`config.mk`:
```
export PLATFORM = sky130hd
export DESIGN_NAME = keypad_scan
export DESIGN_NICKNAME = d
export VERILOG_FILES = /design/src/rtl/doorlock_pkg.sv /design/src/rtl/keypad_debounce.sv /design/src/rtl/keypad_scan.sv
export SDC_FILE = /design/constraint.sdc
export NUM_CORES = 1
export LEC_CHECK = 0
export ABC_AREA = 1
export CAP_MARGIN = 25
export CELL_PAD_IN_SITES_DETAIL_PLACEMENT = 0
export CELL_PAD_IN_SITES_GLOBAL_PLACEMENT = 1
export CORE_MARGIN = 4
export CORE_UTILIZATION = 37
export DETAILED_ROUTE_END_ITERATION = 8
export PLACE_DENSITY = 0.7
export SYNTH_ARGS = -nofsm -noshare
export SYNTH_HDL_FRONTEND = slang
export SYNTH_HIERARCHICAL = 1
export SYNTH_SLANG_ARGS = --single-unit
```
`constraint.sdc`:
```
create_clock -name clk -period 3.8 [get_ports clk]
set_input_delay 0.76 -clock clk [delete_from_list [all_inputs] [get_ports clk]]
set_output_delay 0.76 -clock clk [all_outputs]
set_load 0.05 [all_outputs]
```
`src/rtl/doorlock_pkg.sv`:
```
// -----------------------------------------------------------------------------
// doorlock_pkg
// Shared definitions for the door-lock keypad path:
//   - key codes delivered to the lock controller (KEY_0..KEY_9, KEY_STAR,
//     KEY_HASH, KEY_NONE)
//   - keypad debounce FSM state encoding
//   - frame-result encoding produced by the scanner for the debouncer
//   - key_at(): maps a (row, column) position on the 4x3 matrix to a key code
// -----------------------------------------------------------------------------
package doorlock_pkg;

  // Key codes as seen by the password-entry FSM.
  localparam logic [3:0] KEY_0    = 4'd0;
  localparam logic [3:0] KEY_1    = 4'd1;
  localparam logic [3:0] KEY_2    = 4'd2;
  localparam logic [3:0] KEY_3    = 4'd3;
  localparam logic [3:0] KEY_4    = 4'd4;
  localparam logic [3:0] KEY_5    = 4'd5;
  localparam logic [3:0] KEY_6    = 4'd6;
  localparam logic [3:0] KEY_7    = 4'd7;
  localparam logic [3:0] KEY_8    = 4'd8;
  localparam logic [3:0] KEY_9    = 4'd9;
  localparam logic [3:0] KEY_STAR = 4'd10;
  localparam logic [3:0] KEY_HASH = 4'd11;
  localparam logic [3:0] KEY_NONE = 4'hF;

  // Keypad debounce FSM states.
  localparam logic [1:0] KP_IDLE     = 2'd0;
  localparam logic [1:0] KP_DEBOUNCE = 2'd1;
  localparam logic [1:0] KP_PRESSED  = 2'd2;
  localparam logic [1:0] KP_RELEASE  = 2'd3;

  // Outcome of one full scan frame (three column periods).
  typedef enum logic [1:0] {
    FR_NONE   = 2'd0,  // frame contained zero asserted row bits
    FR_SINGLE = 2'd1,  // exactly one row bit seen
    FR_MULTI  = 2'd2   // two or more row bits seen
  } frame_res_t;

  // Row 0 is the top row, column 0 the left column.
  function automatic logic [3:0] key_at(input logic [1:0] r, input logic [1:0] c);
    logic [3:0] k;
    k = KEY_NONE;
    case ({r, c})
      4'b00_00: k = KEY_1;
      4'b00_01: k = KEY_2;
      4'b00_10: k = KEY_3;
      4'b01_00: k = KEY_4;
      4'b01_01: k = KEY_5;
      4'b01_10: k = KEY_6;
      4'b10_00: k = KEY_7;
      4'b10_01: k = KEY_8;
      4'b10_10: k = KEY_9;
      4'b11_00: k = KEY_STAR;
      4'b11_01: k = KEY_0;
      4'b11_10: k = KEY_HASH;
      default:  k = KEY_NONE;
    endcase
    return k;
  endfunction

endpackage

```
`src/rtl/keypad_debounce.sv`:
```
// -----------------------------------------------------------------------------
// keypad_debounce
// Frame-level debounce FSM for the keypad. Only acts on frame-end cycles.
// A key is accepted after DEB_SCANS consecutive frames that each saw exactly
// the same single key; it is released after DEB_SCANS consecutive empty frames.
// Ports:
//   clk          in   system clock
//   rst          in   synchronous active-high reset
//   i_frame_end  in   one-cycle strobe: i_frame_res/i_frame_code are valid
//   i_frame_res  in   frame outcome (frame_res_t encoding)
//   i_frame_code in   key code of the single key when i_frame_res==FR_SINGLE
//   o_key_code   out  last accepted key code (KEY_NONE after reset)
//   o_key_valid  out  one-cycle pulse in the cycle o_key_code takes a new key
//   o_key_held   out  high while the accepted key is considered down
// -----------------------------------------------------------------------------
module keypad_debounce
  import doorlock_pkg::*;
#(
  parameter int DEB_SCANS = 4
) (
  input  logic       clk,
  input  logic       rst,
  input  logic       i_frame_end,
  input  logic [1:0] i_frame_res,
  input  logic [3:0] i_frame_code,
  output logic [3:0] o_key_code,
  output logic       o_key_valid,
  output logic       o_key_held
);

  localparam int CW = $clog2(DEB_SCANS + 1);
  localparam logic [CW-1:0] CNT_ONE = CW'(1);
  localparam logic [CW-1:0] CNT_TOP = CW'(DEB_SCANS);

  logic [1:0]    r_state;
  logic [CW-1:0] r_cnt;
  logic [3:0]    r_cand;
  logic [3:0]    r_key_code;
  logic          r_key_valid;

  logic          w_single;
  logic          w_none;
  logic [CW-1:0] w_cnt_inc;

  assign w_single = (i_frame_res == FR_SINGLE);
  assign w_none   = (i_frame_res == FR_NONE);

  // Saturating increment: the counter never wraps even if left in a state
  // longer than expected.
  assign w_cnt_inc = (r_cnt == CNT_TOP) ? r_cnt : r_cnt + CNT_ONE;

  always_ff @(posedge clk) begin
    if (rst) begin
      r_state     <= KP_IDLE;
      r_cnt       <= '0;
      r_cand      <= KEY_NONE;
      r_key_code  <= KEY_NONE;
      r_key_valid <= 1'b0;
    end else begin
      // The pulse lives for exactly one cycle after an accepting frame end.
      r_key_valid <= 1'b0;
      if (i_frame_end) begin
        case (r_state)
          KP_IDLE: begin
            if (w_single) begin
              r_cand <= i_frame_code;
              r_cnt  <= CNT_ONE;
              if (DEB_SCANS == 1) begin
                r_key_code  <= i_frame_code;
                r_key_valid <= 1'b1;
                r_state     <= KP_PRESSED;
              end else begin
                r_state <= KP_DEBOUNCE;
              end
            end
          end

          KP_DEBOUNCE: begin
            if (w_single) begin
              if (i_frame_code == r_cand) begin
                r_cnt <= w_cnt_inc;
                if (w_cnt_inc == CNT_TOP) begin
                  r_key_code  <= r_cand;
                  r_key_valid <= 1'b1;
                  r_state     <= KP_PRESSED;
                end
              end else begin
                // A different single key restarts the run on the new key.
                r_cand <= i_frame_code;
                r_cnt  <= CNT_ONE;
              end
            end else begin
              r_cnt   <= '0;
              r_state <= KP_IDLE;
            end
          end

          KP_PRESSED: begin
            // Any activity (including rollover / second keys) keeps the key
            // down without generating a new event.
            if (w_none) begin
              if (DEB_SCANS == 1) begin
                r_cnt   <= '0;
                r_state <= KP_IDLE;
              end else begin
                r_cnt   <= CNT_ONE;
                r_state <= KP_RELEASE;
              end
            end
          end

          KP_RELEASE: begin
            if (w_none) begin
              if (w_cnt_inc == CNT_TOP) begin
                r_cnt   <= '0;
                r_state <= KP_IDLE;
              end else begin
                r_cnt <= w_cnt_inc;
              end
            end else begin
              // Bounce during release: still the same press.
              r_state <= KP_PRESSED;
            end
          end

          default: begin
            r_cnt   <= '0;
            r_state <= KP_IDLE;
          end
        endcase
      end
    end
  end

  assign o_key_code  = r_key_code;
  assign o_key_valid = r_key_valid;
  assign o_key_held  = (r_state == KP_PRESSED) || (r_state == KP_RELEASE);

endmodule

```
`src/rtl/keypad_scan.sv`:
```
// -----------------------------------------------------------------------------
// keypad_scan
// 4-row x 3-column matrix keypad reader for the door lock. Strobes one column
// at a time, samples the rows at the end of each column period, folds three
// column samples into one frame result and hands it to keypad_debounce.
//
// Output handshake: key_valid is a single-cycle strobe with no back-pressure;
// key_code is valid in that cycle and keeps its value until the next strobe.
// The consumer must take the code in the strobe cycle (or read the held
// key_code later, which is stable).
//
// Ports:
//   clk        in   system clock (only clock)
//   rst        in   synchronous active-high reset
//   row[3:0]   in   row sense, active-high, row[0] = top row
//   col[2:0]   out  one-hot column strobe, active-high, col[0] = left column
//   key_code   out  last accepted key (KEY_NONE after reset)
//   key_valid  out  one-cycle pulse when key_code is updated
//   key_held   out  high while an accepted key is considered down
// Parameters:
//   SCAN_DIV   clk cycles per column period (>= 2)
//   DEB_SCANS  consecutive identical frames to accept a press or release (>= 1)
// -----------------------------------------------------------------------------
module keypad_scan
  import doorlock_pkg::*;
#(
  parameter int SCAN_DIV  = 1000,
  parameter int DEB_SCANS = 4
) (
  input  logic       clk,
  input  logic       rst,
  input  logic [3:0] row,
  output logic [2:0] col,
  output logic [3:0] key_code,
  output logic       key_valid,
  output logic       key_held
);

  localparam int PW = $clog2(SCAN_DIV);
  localparam logic [PW-1:0] PRESC_LAST = PW'(SCAN_DIV - 1);
  localparam logic [PW-1:0] PRESC_ONE  = PW'(1);

  logic [PW-1:0] r_presc;
  logic [2:0]    r_col;
  logic [1:0]    r_acc_cnt;   // saturating count of row bits seen this frame
  logic [3:0]    r_acc_code;  // code of the most recent single-bit sample

  logic       w_tick;
  logic       w_frame_end;
  logic [2:0] w_row_bits;
  logic [1:0] w_row_sat;
  logic [1:0] w_row_idx;
  logic [1:0] w_col_idx;
  logic [3:0] w_sample_code;
  logic [2:0] w_acc_sum;
  logic [1:0] w_acc_next;
  logic [3:0] w_acc_code_next;
  logic [1:0] w_frame_res;

  // ---------------------------------------------------------------------------
  // Prescaler and column strobe
  // ---------------------------------------------------------------------------
  assign w_tick      = (r_presc == PRESC_LAST);
  // The last column period of a frame is the one driving col[2].
  assign w_frame_end = w_tick & r_col[2];

  always_ff @(posedge clk) begin
    if (rst) begin
      r_presc <= '0;
    end else if (w_tick) begin
      r_presc <= '0;
    end else begin
      r_presc <= r_presc + PRESC_ONE;
    end
  end

  always_ff @(posedge clk) begin
    if (rst) begin
      r_col <= 3'b001;
    end else if (w_tick) begin
      r_col <= {r_col[1:0], r_col[2]};
    end
  end

  // ---------------------------------------------------------------------------
  // Row sample decode. Rows are only looked at on w_tick, the last cycle of the
  // column period, so the row lines have had the whole period to settle.
  // ---------------------------------------------------------------------------
  assign w_row_bits = {2'b00, row[0]} + {2'b00, row[1]}
                    + {2'b00, row[2]} + {2'b00, row[3]};
  assign w_row_sat  = (w_row_bits >= 3'd2) ? 2'd2 : w_row_bits[1:0];

  // Index decoders only matter when exactly one bit is set.
  assign w_row_idx = row[0] ? 2'd0 :
                     row[1] ? 2'd1 :
                     row[2] ? 2'd2 : 2'd3;
  assign w_col_idx = r_col[0] ? 2'd0 :
                     r_col[1] ? 2'd1 : 2'd2;

  assign w_sample_code = key_at(w_row_idx, w_col_idx);

  // ---------------------------------------------------------------------------
  // Frame accumulator. The frame result includes the sample taken on the
  // frame-end tick itself, so it is formed from the "next" accumulator value.
  // ---------------------------------------------------------------------------
  assign w_acc_sum       = {1'b0, r_acc_cnt} + {1'b0, w_row_sat};
  assign w_acc_next      = (w_acc_sum >= 3'd2) ? 2'd2 : w_acc_sum[1:0];
  // If only one bit is seen in the frame it came from whichever sample had
  // exactly one bit; any further bit turns the frame into MULTI anyway.
  assign w_acc_code_next = (w_row_sat == 2'd1) ? w_sample_code : r_acc_code;

  always_comb begin
    w_frame_res = FR_NONE;
    if (w_acc_next == 2'd1) begin
      w_frame_res = FR_SINGLE;
    end else if (w_acc_next == 2'd2) begin
      w_frame_res = FR_MULTI;
    end
  end

  always_ff @(posedge clk) begin
    if (rst) begin
      r_acc_cnt  <= '0;
      r_acc_code <= KEY_NONE;
    end else if (w_frame_end) begin
      r_acc_cnt  <= '0;
      r_acc_code <= KEY_NONE;
    end else if (w_tick) begin
      r_acc_cnt  <= w_acc_next;
      r_acc_code <= w_acc_code_next;
    end
  end

  // ---------------------------------------------------------------------------
  // Debounce / event generation
  // ---------------------------------------------------------------------------
  keypad_debounce #(
    .DEB_SCANS (DEB_SCANS)
  ) u_debounce (
    .clk          (clk),
    .rst          (rst),
    .i_frame_end  (w_frame_end),
    .i_frame_res  (w_frame_res),
    .i_frame_code (w_acc_code_next),
    .o_key_code   (key_code),
    .o_key_valid  (key_valid),
    .o_key_held   (key_held)
  );

  assign col = r_col;

endmodule
```
==> flow_results.xml, run 1 <==
<?xml version="1.0" encoding="UTF-8"?>
<metrics>
  <group name="status">
    <metric name="status" unit="">completed</metric>
  </group>
  <group name="drt">
    <metric name="drc_errors" unit="">0</metric>
    <metric name="detailedRoute.firstPassIterationCount" unit="">4</metric>
    <metric name="avgViaCountPerCell" unit="">4.50</metric>
    <metric name="drt_iter0_markers" unit="">42</metric>
    <metric name="detail_route.wirelength" unit="um">4330</metric>
    <metric name="avgRoutedWirePerCell" unit="um">10.7</metric>
    <metric name="ant_nets" unit="">0</metric>
    <metric name="vias" unit="">1819</metric>
  </group>
  <group name="sta">
    <metric name="number_of_setup_violations_in_the_final_report" unit="">0</metric>
    <metric name="layout_worst_path_cycle_share" unit="%">94.5</metric>
    <metric name="finalHoldViolCount" unit="">0</metric>
    <metric name="final_max_slew_viol_count" unit="">0</metric>
    <metric name="final.min_clock_period" unit="ps">3590</metric>
    <metric name="max_clock_freq" unit="MHz">278</metric>
    <metric name="rsz_0062_raised_after_global_routing" unit="">false</metric>
    <metric name="timing.clock.skew" unit="ps">8.32</metric>
    <metric name="worst-slew-pin-transition" unit="ps">785</metric>
    <metric name="postLayoutSetupSlackWorst" unit="ps">208</metric>
    <metric name="worst_slew_margin_rel" unit="%">47.4</metric>
  </group>
  <group name="final_layout">
    <metric name="drive_above_1_share" unit="%">21.6</metric>
    <metric name="filler_cell_count_in_the_final_layout" unit="">548</metric>
    <metric name="multi_input_comb_area" unit="sq mm">0.00123</metric>
    <metric name="syn_to_final_growth" unit="%">31.3</metric>
    <metric name="utilization" unit="%">50.6</metric>
    <metric name="insertedDiodeCount" unit="">0</metric>
    <metric name="register_area" unit="sq um">661</metric>
    <metric name="nets" unit="">351</metric>
  </group>
  <group name="floorplan">
    <metric name="io_pins" unit="">15</metric>
    <metric name="floorplan.rows" unit="">26</metric>
    <metric name="die_h" unit="um">81.2</metric>
    <metric name="fp.coreArea" unit="sq mm">0.00514</metric>
    <metric name="start_util" unit="%">38.5</metric>
    <metric name="die-width" unit="um">81.2</metric>
    <metric name="floorplan.die_area" unit="sq mm">0.00659</metric>
  </group>
  <group name="setup_path">
    <metric name="start_kind" unit="">input port</metric>
    <metric name="critical_path.reg2reg.startpoint" unit="">col[1]</metric>
    <metric name="worstSetupPathType" unit="">in -&gt; reg</metric>
    <metric name="critPathCaptureType" unit="">flop</metric>
    <metric name="reg2reg_depth" unit="">17</metric>
    <metric name="reg2reg_setup_slack" unit="ps">1580</metric>
    <metric name="critPathRequiredTime" unit="ps">4010</metric>
    <metric name="timing.critical_path.arrival" unit="ps">3800</metric>
    <metric name="r2r_end" unit="">u_debounce/o_key_code[0]</metric>
    <metric name="path_max_fanout" unit="">4</metric>
  </group>
  <group name="placement">
    <metric name="placement.setup.worst_slack" unit="ps">-512</metric>
    <metric name="routabilityCongestion" unit="">0.722</metric>
    <metric name="place.detailed.hpwl" unit="um">3150</metric>
    <metric name="buffer_ports.inserted" unit="">14</metric>
  </group>
  <group name="clocking">
    <metric name="clk_path_buf_depth" unit="">2</metric>
    <metric name="worst_skew_pair.late_latency" unit="ps">280</metric>
    <metric name="hold_buffers" unit="">0</metric>
    <metric name="cts.sinks" unit="">33</metric>
    <metric name="cts_h_tree_lvls" unit="">2</metric>
    <metric name="clockRootBuffer" unit="">clkbuf_8</metric>
    <metric name="clkTransAtPathRegs" unit="ps">70</metric>
    <metric name="cts_buffers" unit="">5</metric>
    <metric name="cts_tree" unit="">yes</metric>
  </group>
  <group name="synth">
    <metric name="netlist_top_cells_count" unit="">nand2_1 (78), inv_1 (52), nor2_1 (34)</metric>
    <metric name="synth_top_area_cell" unit="">dfxtp_1</metric>
    <metric name="syn_inst_count" unit="">294</metric>
    <metric name="synth.top_cell.area_share" unit="%">33.4</metric>
    <metric name="synth-seq-area-share" unit="%">33.4</metric>
    <metric name="post-synth-top-count-cell" unit="">nand2_1</metric>
    <metric name="synth.yosys.warnings" unit="">6</metric>
    <metric name="main_flop_type_after_synthesis" unit="">dfxtp_1</metric>
    <metric name="ys_seq_elements" unit="">33</metric>
    <metric name="syn-num-nets" unit="">312</metric>
    <metric name="number_of_synthesized_flops_with_an_enable_pin" unit="">0</metric>
    <metric name="syn_area" unit="sq mm">0.00198</metric>
    <metric name="async_flop_share" unit="%">0</metric>
    <metric name="synth_area_per_cell" unit="sq um">6.74</metric>
    <metric name="synth.area.top_cells" unit="">dfxtp_1 (33%), nand2_1 (15%), inv_1 (9.9%), nor2_1 (6.4%), ha_1 (6.3%)</metric>
    <metric name="yosys.cell_types.count" unit="">29</metric>
  </group>
  <group name="worst_hold_path">
    <metric name="min_delay_worst_endpoint" unit="">r_presc[0]</metric>
    <metric name="timing.hold.worst.start" unit="">r_presc[0]</metric>
    <metric name="hp-class" unit="">reg -&gt; reg</metric>
    <metric name="worstHoldPathCells" unit="">1</metric>
  </group>
  <group name="grt">
    <metric name="first_global_vias" unit="">1663</metric>
    <metric name="final_global_route_overflow_total" unit="">0</metric>
    <metric name="antenna_found_initial" unit="">0</metric>
    <metric name="grt.total_usage" unit="%">14.6</metric>
    <metric name="first_pass_grt_wire_length" unit="um">7460</metric>
    <metric name="grt_start_max_net_pins" unit="">14</metric>
  </group>
  <group name="power">
    <metric name="power" unit="mW">0.818</metric>
    <metric name="vdd_ir_drop_max" unit="mV">0.181</metric>
    <metric name="p_per_area" unit="mW/mm^2">315</metric>
    <metric name="static-leakage-power" unit="nW">1.25</metric>
  </group>
  <group name="flow_run">
    <metric name="max_cap_violations" unit="">0</metric>
  </group>
</metrics>
==> worst max-delay path by stage <==
stage	slack, ps	endpoint	startpoint	cells past startpoint
finish	210	u_debounce/r_cnt[1]	row[3]	20
global route	0.6	u_debounce/o_key_code[0]	row[0]	20
CTS	140	u_debounce/r_cnt[1]	row[0]	19
detailed placement	-510	u_debounce/o_key_code[2]	row[0]	20
global placement	-420	u_debounce/o_key_code[3]	row[0]	20
floorplan	100	u_debounce/o_key_code[0]	row[0]	19
==> cell families (layout without fill, tap and decap cells) <==
family                   Yosys count  after routing  synth area share (%)
buffers and inverters             59             98                  11.6
flip-flops                        33             33                  33.4
AND/OR/NAND/NOR                  155            156                  34.7
adder cells (fa/ha/maj)           12             12                  8.34
AO/OA/AOI/OAI                     32             32                  10.6
XOR/XNOR                           3              3                  1.33
==> state kept, by name, summed over array words and instances, names as in the netlist <==
name and cells:
u_debounce/r_cand 4, u_debounce/o_key_valid 1, r_presc 10, u_debounce/r_cnt 3, u_debounce/o_key_code 4, r_acc_code 4
r_acc_cnt 2, col 3, u_debounce/r_state 2
==> where the power goes <==
group	internal, mW	switching (mW)
clock network	0.213	0.131
registers	0.348	0.00265
logic	0.0568	0.0666
==> metal layers <==
| metal | part of all wire, % | track usage, % | vias up |
|---|---|---|---|
| met5 | 0 | 0 | - |
| met1 | 51 | 19.3 | 797 |
| met3 | 2.2 | 2.99 | 7 |
| li1 | - | - | 1002 |
| met2 | 45 | 23.5 | 13 |
| met4 | 1.5 | 5.07 | 0 |
==> metrics by stage <==
stage / area [sq um] / cells / TNS (ps) / hold WS, ps
after floorplan: 1980 / 294 / 0 / 429
after global placement: 2280 / 388 / -5260 / 442
after detailed placement: 2280 / 388 / -6360 / 446
after CTS: 2510 / 403 / 0 / 465
after global routing: 2600 / 404 / 0 / 500
final: 2600 / 404 / 0 / 456
==> repair_timing <==
| action | CTS | global route |
|---|---|---|
| gates resized for setup | 20 | 21 |
| setup buffers | 7 | 0 |
| pin swaps | 14 | 13 |
| gates cloned | 0 | 1 |
| setup endpoints to repair | 14 | 14 |
==> cell type report <==
type	instances	share of cell area, %
Clock buffer	6	3.17
Timing Repair Buffer	33	11.1
Multi-Input combinational cell	203	47.3
Sequential cell	33	25.4
Inverter	57	8.23
Tap cell	70	3.37
Clock inverter	2	1.44
==> critical path, cell delays in order <==
cell and delay, ps:
dlygate4sd2_1 220, inv_1 70, fa_1 410, inv_1 60
ha_2 170, inv_2 50, ha_4 260, inv_2 50
o31ai_4 170, nor2_2 60, fa_1 520, nand2_2 100
buf_4 150, nor2_4 110, nor2_2 40, inv_2 90
nand4_1 130, a21oi_2 160, nand2_1 70, a21oi_1 140
==> placed cells by master (no fill, tap or decap), types with 4 or more instances in the layout <==
cell and n:
nor2_2 4, a21oi_1 11, nand2_1 72, o21ai_0 7, nand2_2 8, inv_1 46
nor2_1 30, nand3_1 18, o211ai_1 8, ha_1 7, nand4_1 4, buf_4 17
clkdlybuf4s50_1 11, dfxtp_1 33, clkbuf_8 6, inv_2 10
No activity file was read; power rests on OpenSTA's default activity.
==> inputs of run 2 (changes only) <==
--- a/config.mk
+++ b/config.mk
@@ -13,6 +13,7 @@
 export CORE_UTILIZATION = 37
 export DETAILED_ROUTE_END_ITERATION = 8
 export PLACE_DENSITY = 0.7
+export SKIP_LAST_GASP = 1
 export SYNTH_ARGS = -nofsm -noshare
 export SYNTH_HDL_FRONTEND = slang
 export SYNTH_HIERARCHICAL = 1
==> results of run 2 <==
The final DEF is identical to that of run 1; final timing and power are the same.
